[src/rtl/osc_ker_clk_req_ctrl.sv]
// ---------------------------------------------------------------------------
// osc_ker_clk_req_ctrl
//
// Oscillator-side handler for kernel-clock requests from the per-peripheral
// clock/reset controllers. It merges all requests with the software
// oscillator enable and sequences the analog oscillator enable through
// start-up, ready detection, keep-alive hold and shutdown. Each requester is
// acknowledged only while the oscillator is confirmed ready.
//
// Optional build macro:
//   OSC_KER_REQ_SYNC_EN  when defined, ker_clk_req (per bit) and osc_rdy each
//                        pass through a 2-flop synchroniser. This adds two
//                        cycles to every input-to-output latency.
//                        rcc_osc_on and err_clr are never synchronised.
//
// Ports:
//   i_clk            in   RCC control clock
//   sys_rst          in   synchronous active-high reset
//   ker_clk_req      in   [REQ_NUM] per-peripheral kernel clock requests
//   rcc_osc_on       in   software oscillator enable
//   osc_rdy          in   ready flag from the analog oscillator
//   err_clr          in   single-cycle pulse, clears osc_startup_err
//   osc_en           out  oscillator enable to analog (registered)
//   osc_ker_rdy      out  oscillator usable: state ON or HOLD (registered)
//   ker_clk_ack      out  [REQ_NUM] per-requester acknowledge (registered)
//   osc_startup_err  out  sticky start-up timeout flag (registered)
//
// Request/acknowledge handshake: level based. A requester holds
// ker_clk_req[i] high for as long as it needs the kernel clock; ker_clk_ack[i]
// is high only while the request is seen and the oscillator is in ON. The ack
// drops one cycle after the request drops, or together with the ready loss.
// ---------------------------------------------------------------------------
module osc_ker_clk_req_ctrl #(
  parameter int REQ_NUM         = 4,
  parameter int STARTUP_TIMEOUT = 64,
  parameter int HOLD_CYCLES     = 8
) (
  input  logic               i_clk,
  input  logic               sys_rst,
  input  logic [REQ_NUM-1:0] ker_clk_req,
  input  logic               rcc_osc_on,
  input  logic               osc_rdy,
  input  logic               err_clr,
  output logic               osc_en,
  output logic               osc_ker_rdy,
  output logic [REQ_NUM-1:0] ker_clk_ack,
  output logic               osc_startup_err
);

  localparam int CNT_MAX = (STARTUP_TIMEOUT > HOLD_CYCLES) ? STARTUP_TIMEOUT : HOLD_CYCLES;
  localparam int CW      = $clog2(CNT_MAX + 1);

  localparam logic [CW-1:0] TMO_LOAD  = CW'(STARTUP_TIMEOUT - 1);
  localparam logic [CW-1:0] HOLD_LOAD = CW'(HOLD_CYCLES - 1);

  typedef enum logic [2:0] {
    S_OFF      = 3'd0,
    S_WAIT_RDY = 3'd1,
    S_ON       = 3'd2,
    S_HOLD     = 3'd3,
    S_FAIL     = 3'd4
  } state_t;

  state_t        state;
  state_t        state_nxt;
  logic [CW-1:0] cnt;
  logic [CW-1:0] cnt_nxt;
  logic          err_set;

  logic [REQ_NUM-1:0] req_s;
  logic               rdy_s;
  logic               demand;

`ifdef OSC_KER_REQ_SYNC_EN
  logic [REQ_NUM-1:0] req_meta;
  logic               rdy_meta;

  always_ff @(posedge i_clk) begin
    if (sys_rst) begin
      req_meta <= '0;
      req_s    <= '0;
      rdy_meta <= 1'b0;
      rdy_s    <= 1'b0;
    end else begin
      req_meta <= ker_clk_req;
      req_s    <= req_meta;
      rdy_meta <= osc_rdy;
      rdy_s    <= rdy_meta;
    end
  end
`else
  assign req_s = ker_clk_req;
  assign rdy_s = osc_rdy;
`endif

  assign demand = (|req_s) || rcc_osc_on;

  // One shared counter: start-up timeout in WAIT_RDY, keep-alive in HOLD.
  // It is only decremented when non-zero, so it never wraps.
  always_comb begin
    state_nxt = state;
    cnt_nxt   = cnt;
    err_set   = 1'b0;
    case (state)
      S_OFF: begin
        // A still-running oscillator (rdy high) must stop before restart.
        if (demand && !rdy_s) begin
          state_nxt = S_WAIT_RDY;
          cnt_nxt   = TMO_LOAD;
        end
      end
      S_WAIT_RDY: begin
        // Ready has priority over a simultaneous timeout expiry.
        if (rdy_s) begin
          state_nxt = S_ON;
        end else if (cnt == '0) begin
          state_nxt = S_FAIL;
          err_set   = 1'b1;
        end else begin
          cnt_nxt = cnt - CW'(1);
        end
      end
      S_ON: begin
        if (!rdy_s) begin
          state_nxt = S_WAIT_RDY;
          cnt_nxt   = TMO_LOAD;
        end else if (!demand) begin
          state_nxt = S_HOLD;
          cnt_nxt   = HOLD_LOAD;
        end
      end
      S_HOLD: begin
        // New demand beats keep-alive expiry.
        if (demand) begin
          state_nxt = S_ON;
        end else if (!rdy_s || (cnt == '0)) begin
          state_nxt = S_OFF;
        end else begin
          cnt_nxt = cnt - CW'(1);
        end
      end
      S_FAIL: begin
        // No retry until all demand has been withdrawn.
        if (!demand) begin
          state_nxt = S_OFF;
        end
      end
      default: begin
        state_nxt = S_OFF;
      end
    endcase
  end

  // Outputs are registered from the next state so they line up with it.
  always_ff @(posedge i_clk) begin
    if (sys_rst) begin
      state           <= S_OFF;
      cnt             <= '0;
      osc_en          <= 1'b0;
      osc_ker_rdy     <= 1'b0;
      ker_clk_ack     <= '0;
      osc_startup_err <= 1'b0;
    end else begin
      state           <= state_nxt;
      cnt             <= cnt_nxt;
      osc_en          <= (state_nxt == S_WAIT_RDY) || (state_nxt == S_ON) ||
                         (state_nxt == S_HOLD);
      osc_ker_rdy     <= (state_nxt == S_ON) || (state_nxt == S_HOLD);
      ker_clk_ack     <= (state_nxt == S_ON) ? req_s : '0;
      // Set wins over a same-cycle clear.
      if (err_set) begin
        osc_startup_err <= 1'b1;
      end else if (err_clr) begin
        osc_startup_err <= 1'b0;
      end
    end
  end

endmodule
[config.mk]
export PLATFORM = sky130hd
export DESIGN_NAME = osc_ker_clk_req_ctrl
export DESIGN_NICKNAME = d
export VERILOG_FILES = /design/src/rtl/osc_ker_clk_req_ctrl.sv
export SDC_FILE = /design/constraint.sdc
export NUM_CORES = 1
export LEC_CHECK = 0
export CORE_MARGIN = 1.5
export CORE_UTILIZATION = 25
export DETAILED_ROUTE_END_ITERATION = 10
export PLACE_DENSITY = 0.49
export SYNTH_ARGS = -nofsm -noshare
export SYNTH_HDL_FRONTEND = slang
export SYNTH_SLANG_ARGS = --single-unit
[constraint.sdc]
create_clock -name i_clk -period 5.05 [get_ports i_clk]
set_input_delay 0.505 -clock i_clk [delete_from_list [all_inputs] [get_ports i_clk]]
set_output_delay 0.505 -clock i_clk [all_outputs]
set_load 0.1 [all_outputs]
==> impl_metrics.ini <==
[setup_path]
path_cells = clkdlybuf4s50_1 -> or3_4 -> or4_4 -> o211ai_4 -> nand3_1 -> a32o_1
path_buf_inv = 1
cp.depth = 6
r2r_cells = 7
slowest_stage = or4_4
crit_path_max_fanout = 8
setup.worst_path.end = cnt[5]$_SDFFE_PP0P_
setup.worst_path.class = in -> reg
end_kind = register
startpoint = ker_clk_req[1]
cp_top_family = simple AND/OR/NAND/NOR gates
regToRegSetupSlack_ns = 3.00
required_ns = 5.19
rr_startpoint = cnt[0]$_SDFFE_PP0P_
crit_arrival_ns = 2.39
r2r_end = state[2]$_SDFF_PP0_
slowest_delay_ns = 0.50
start_kind = input pin

[job]
maxCapViolations = 0

[clock_network]
cts.reportedPaths.clkPinSlew_ns = 0.07
clockBufferDepth = 2
cts_resized = 0
cts_root_buf = clkbuf_8
post_cts_buffers = 0
cts_tree = done
clock_latency_ns = 0.26
hold_buffers = 0
clkSinkCount = 17
htreeDepth = 1
cts_made_buffers = 3

[pwr]
irDropWorstVdd_mv = 0.183
p_per_area_nw_per_um2 = 297
p_comb_frac = 0.256
pwr-share-clk = 0.299
switchingPower_w = 0.000114
seq_power_share = 0.445
power_leakage_nw = 0.399
power.share.switching = 0.328
intPower_w = 0.000234

[placement]
port_buffers = 15
place_congestion = 0.748
place_hpwl_um = 1530
dp.cells = 165

[worst_hold_path]
hold_class = reg -> reg
hold_depth = 2

[layout]
area_growth_pct = 26.2
finalNonFillerCells = 169
nNetsFinal = 135
final_util = 0.340
antenna_cells = 0
final_layout_size_suffix_gt1_frac = 0.114

[route]
drtAntennaViolNets = 0
num_vias = 841
totalWireLength_um = 2080
viasPerCell = 4.98
avgRoutedWirePerCell_um = 12.3
drc_errors = 0
drtIter0Drc = 37
drt_pass1_iterations = 4

[die]
die_h_um = 63.9
core_um2 = 3440
rows = 21
die_area_um2 = 4080
start_util = 0.269
die_w_um = 63.9
io_pins = 16

[timing]
slew_viol_final = 0
hold_slack_ns = 0.482
clock.fmax_mhz = 445
grt_setup_unrepaired = no
setup_viol = 0
min_period_over_period = 0.445
hold_viol = 0
slew_headroom = 0.356
layout_min_cycle_time_ns = 2.25
worst_slew_pin_slew_ns = 0.963
finalSetupTns_ns = 0
final.setup_skew_ns = 0.00957

[yosys]
synth_async_sr_flop_share = 0
synth_edf_count = 0
synth.top_cell.area_share = 0.367
yosys.area.top_type = dfxtp_1
yosysWarnings = 0
ys_ff_latch = 17
syn-cell-area_um2 = 927
ys_types = 37
seq_area_frac_synth = 0.367
synthCells = 107
syn_area_per_cell_um2 = 8.66
synth_area_leaders = dfxtp_1 37%, a21oi_1 4.3%, and2_1 4.0%
synthFlopType = dfxtp_1
synth_nets = 118

[grt]
grt_usage = 0.108
globalRouteOverflowTotal = 0
grt_max_degree = 20
grt_pass1_wl_um = 3460
antenna_found_initial = 0
grt_pass1_vias = 787

[status]
status = finished, final reports clean
[flip-flops by register name, indices dropped and copies added, names as in the netlist]
register         flops
cnt                  7
ker_clk_ack          4
osc_en               1
osc_ker_rdy          1
osc_startup_err      1
state                3
[cells in the final DEF, fill, tap and decap left out, types with 2 or more instances in the layout]
cell	netlist	layout
a211oi_1	3	3
a31oi_1	2	2
o21ai_0	4	4
nand2_1	9	9
a21oi_1	8	8
clkdlybuf4s50_1	0	15
o21a_1	5	5
ha_1	2	2
nand3_1	3	3
clkbuf_8	0	3
dfxtp_1	17	17
nor2_1	9	9
a32o_1	2	2
inv_1	6	6
a32oi_1	2	2
nor3_1	2	2
nand4b_1	2	2
and2_1	6	6
nand2b_1	3	3
[cell type report]
class,instances,area (µm²)
multi-input combinational,81,553
timing repair buffer,15,150
fill,357,2270
sequential,17,340
tap,46,57.6
clock buffer,3,41.3
clock inverter,1,5.00
inverter,6,22.5
[kinds of logic after synthesis]
| group | synth area share |
|---|---|
| xor gates and xnor gates | 0.0189 |
| adders and majority gates | 0.0270 |
| buffers and inverters | 0.0364 |
| AOI/OAI and AO/OA | 0.289 |
| and+or+nand+nor | 0.262 |
| DFF | 0.367 |
[how the worst min path moves through the flow]
stage	start	slack, ns	endpoint
floorplan	cnt[1]$_SDFFE_PP0P_	0.46	cnt[1]$_SDFFE_PP0P_
global placement	osc_startup_err$_SDFFE_PP0P_	0.47	osc_startup_err$_SDFFE_PP0P_
detailed placement	osc_startup_err$_SDFFE_PP0P_	0.48	osc_startup_err$_SDFFE_PP0P_
CTS	osc_startup_err$_SDFFE_PP0P_	0.49	osc_startup_err$_SDFFE_PP0P_
global route	cnt[5]$_SDFFE_PP0P_	0.54	cnt[5]$_SDFFE_PP0P_
finish	osc_startup_err$_SDFFE_PP0P_	0.48	osc_startup_err$_SDFFE_PP0P_
[per-stage QoR]
stage          setup WS [ns]  instance area [µm²]  power, W
3_3_place_gp            2.58                 1120  0.000246
6_report                2.80                 1170  0.000347
2_1_floorplan           3.09                  927  0.000222
4_1_cts                 2.80                 1170  0.000353
3_5_place_dp            2.53                 1120  0.000246
5_1_grt                 2.73                 1170  0.000368
[routing by layer]
layer	track usage	vias up	wire length [µm]
met4	0.0408	0	31
met3	0.0352	4	106
met2	0.173	18	950
met5	0	-	0
met1	0.135	396	988
li1	-	423	-
[power by group through the flow]
stage                     clock network (W)  registers, W   logic, W
after CTS                          0.000109      0.000154  0.0000894
after global routing               0.000113      0.000156  0.0000981
after detailed placement                  0      0.000157  0.0000889
after floorplan                           0      0.000168  0.0000545
final                              0.000104      0.000155  0.0000890
after global placement                    0      0.000158  0.0000889
[cell usage after synthesis (2+ instances only)]
cell type / instances
ha_1: 2
nand4b_1: 2
dfxtp_1: 17
inv_1: 6
o21ai_0: 4
a32o_1: 2
a31oi_1: 2
nor3_1: 2
a32oi_1: 2
nand3_1: 3
o21a_1: 5
nand2b_1: 3
a21oi_1: 8
nor2_1: 9
clkbuf_1: 3
nand2_1: 9
a211oi_1: 3
and2_1: 6
[worst register-to-register path: stages, from the launching register on]
cell and delay [ns]:
dfxtp_1 0.33, inv_1 0.10, ha_1 0.16, nor4b_1 0.40
and2_2 0.31, nand2b_1 0.08, or3_1 0.34, a211oi_1 0.24
No activity file was read; power rests on OpenSTA's default activity.
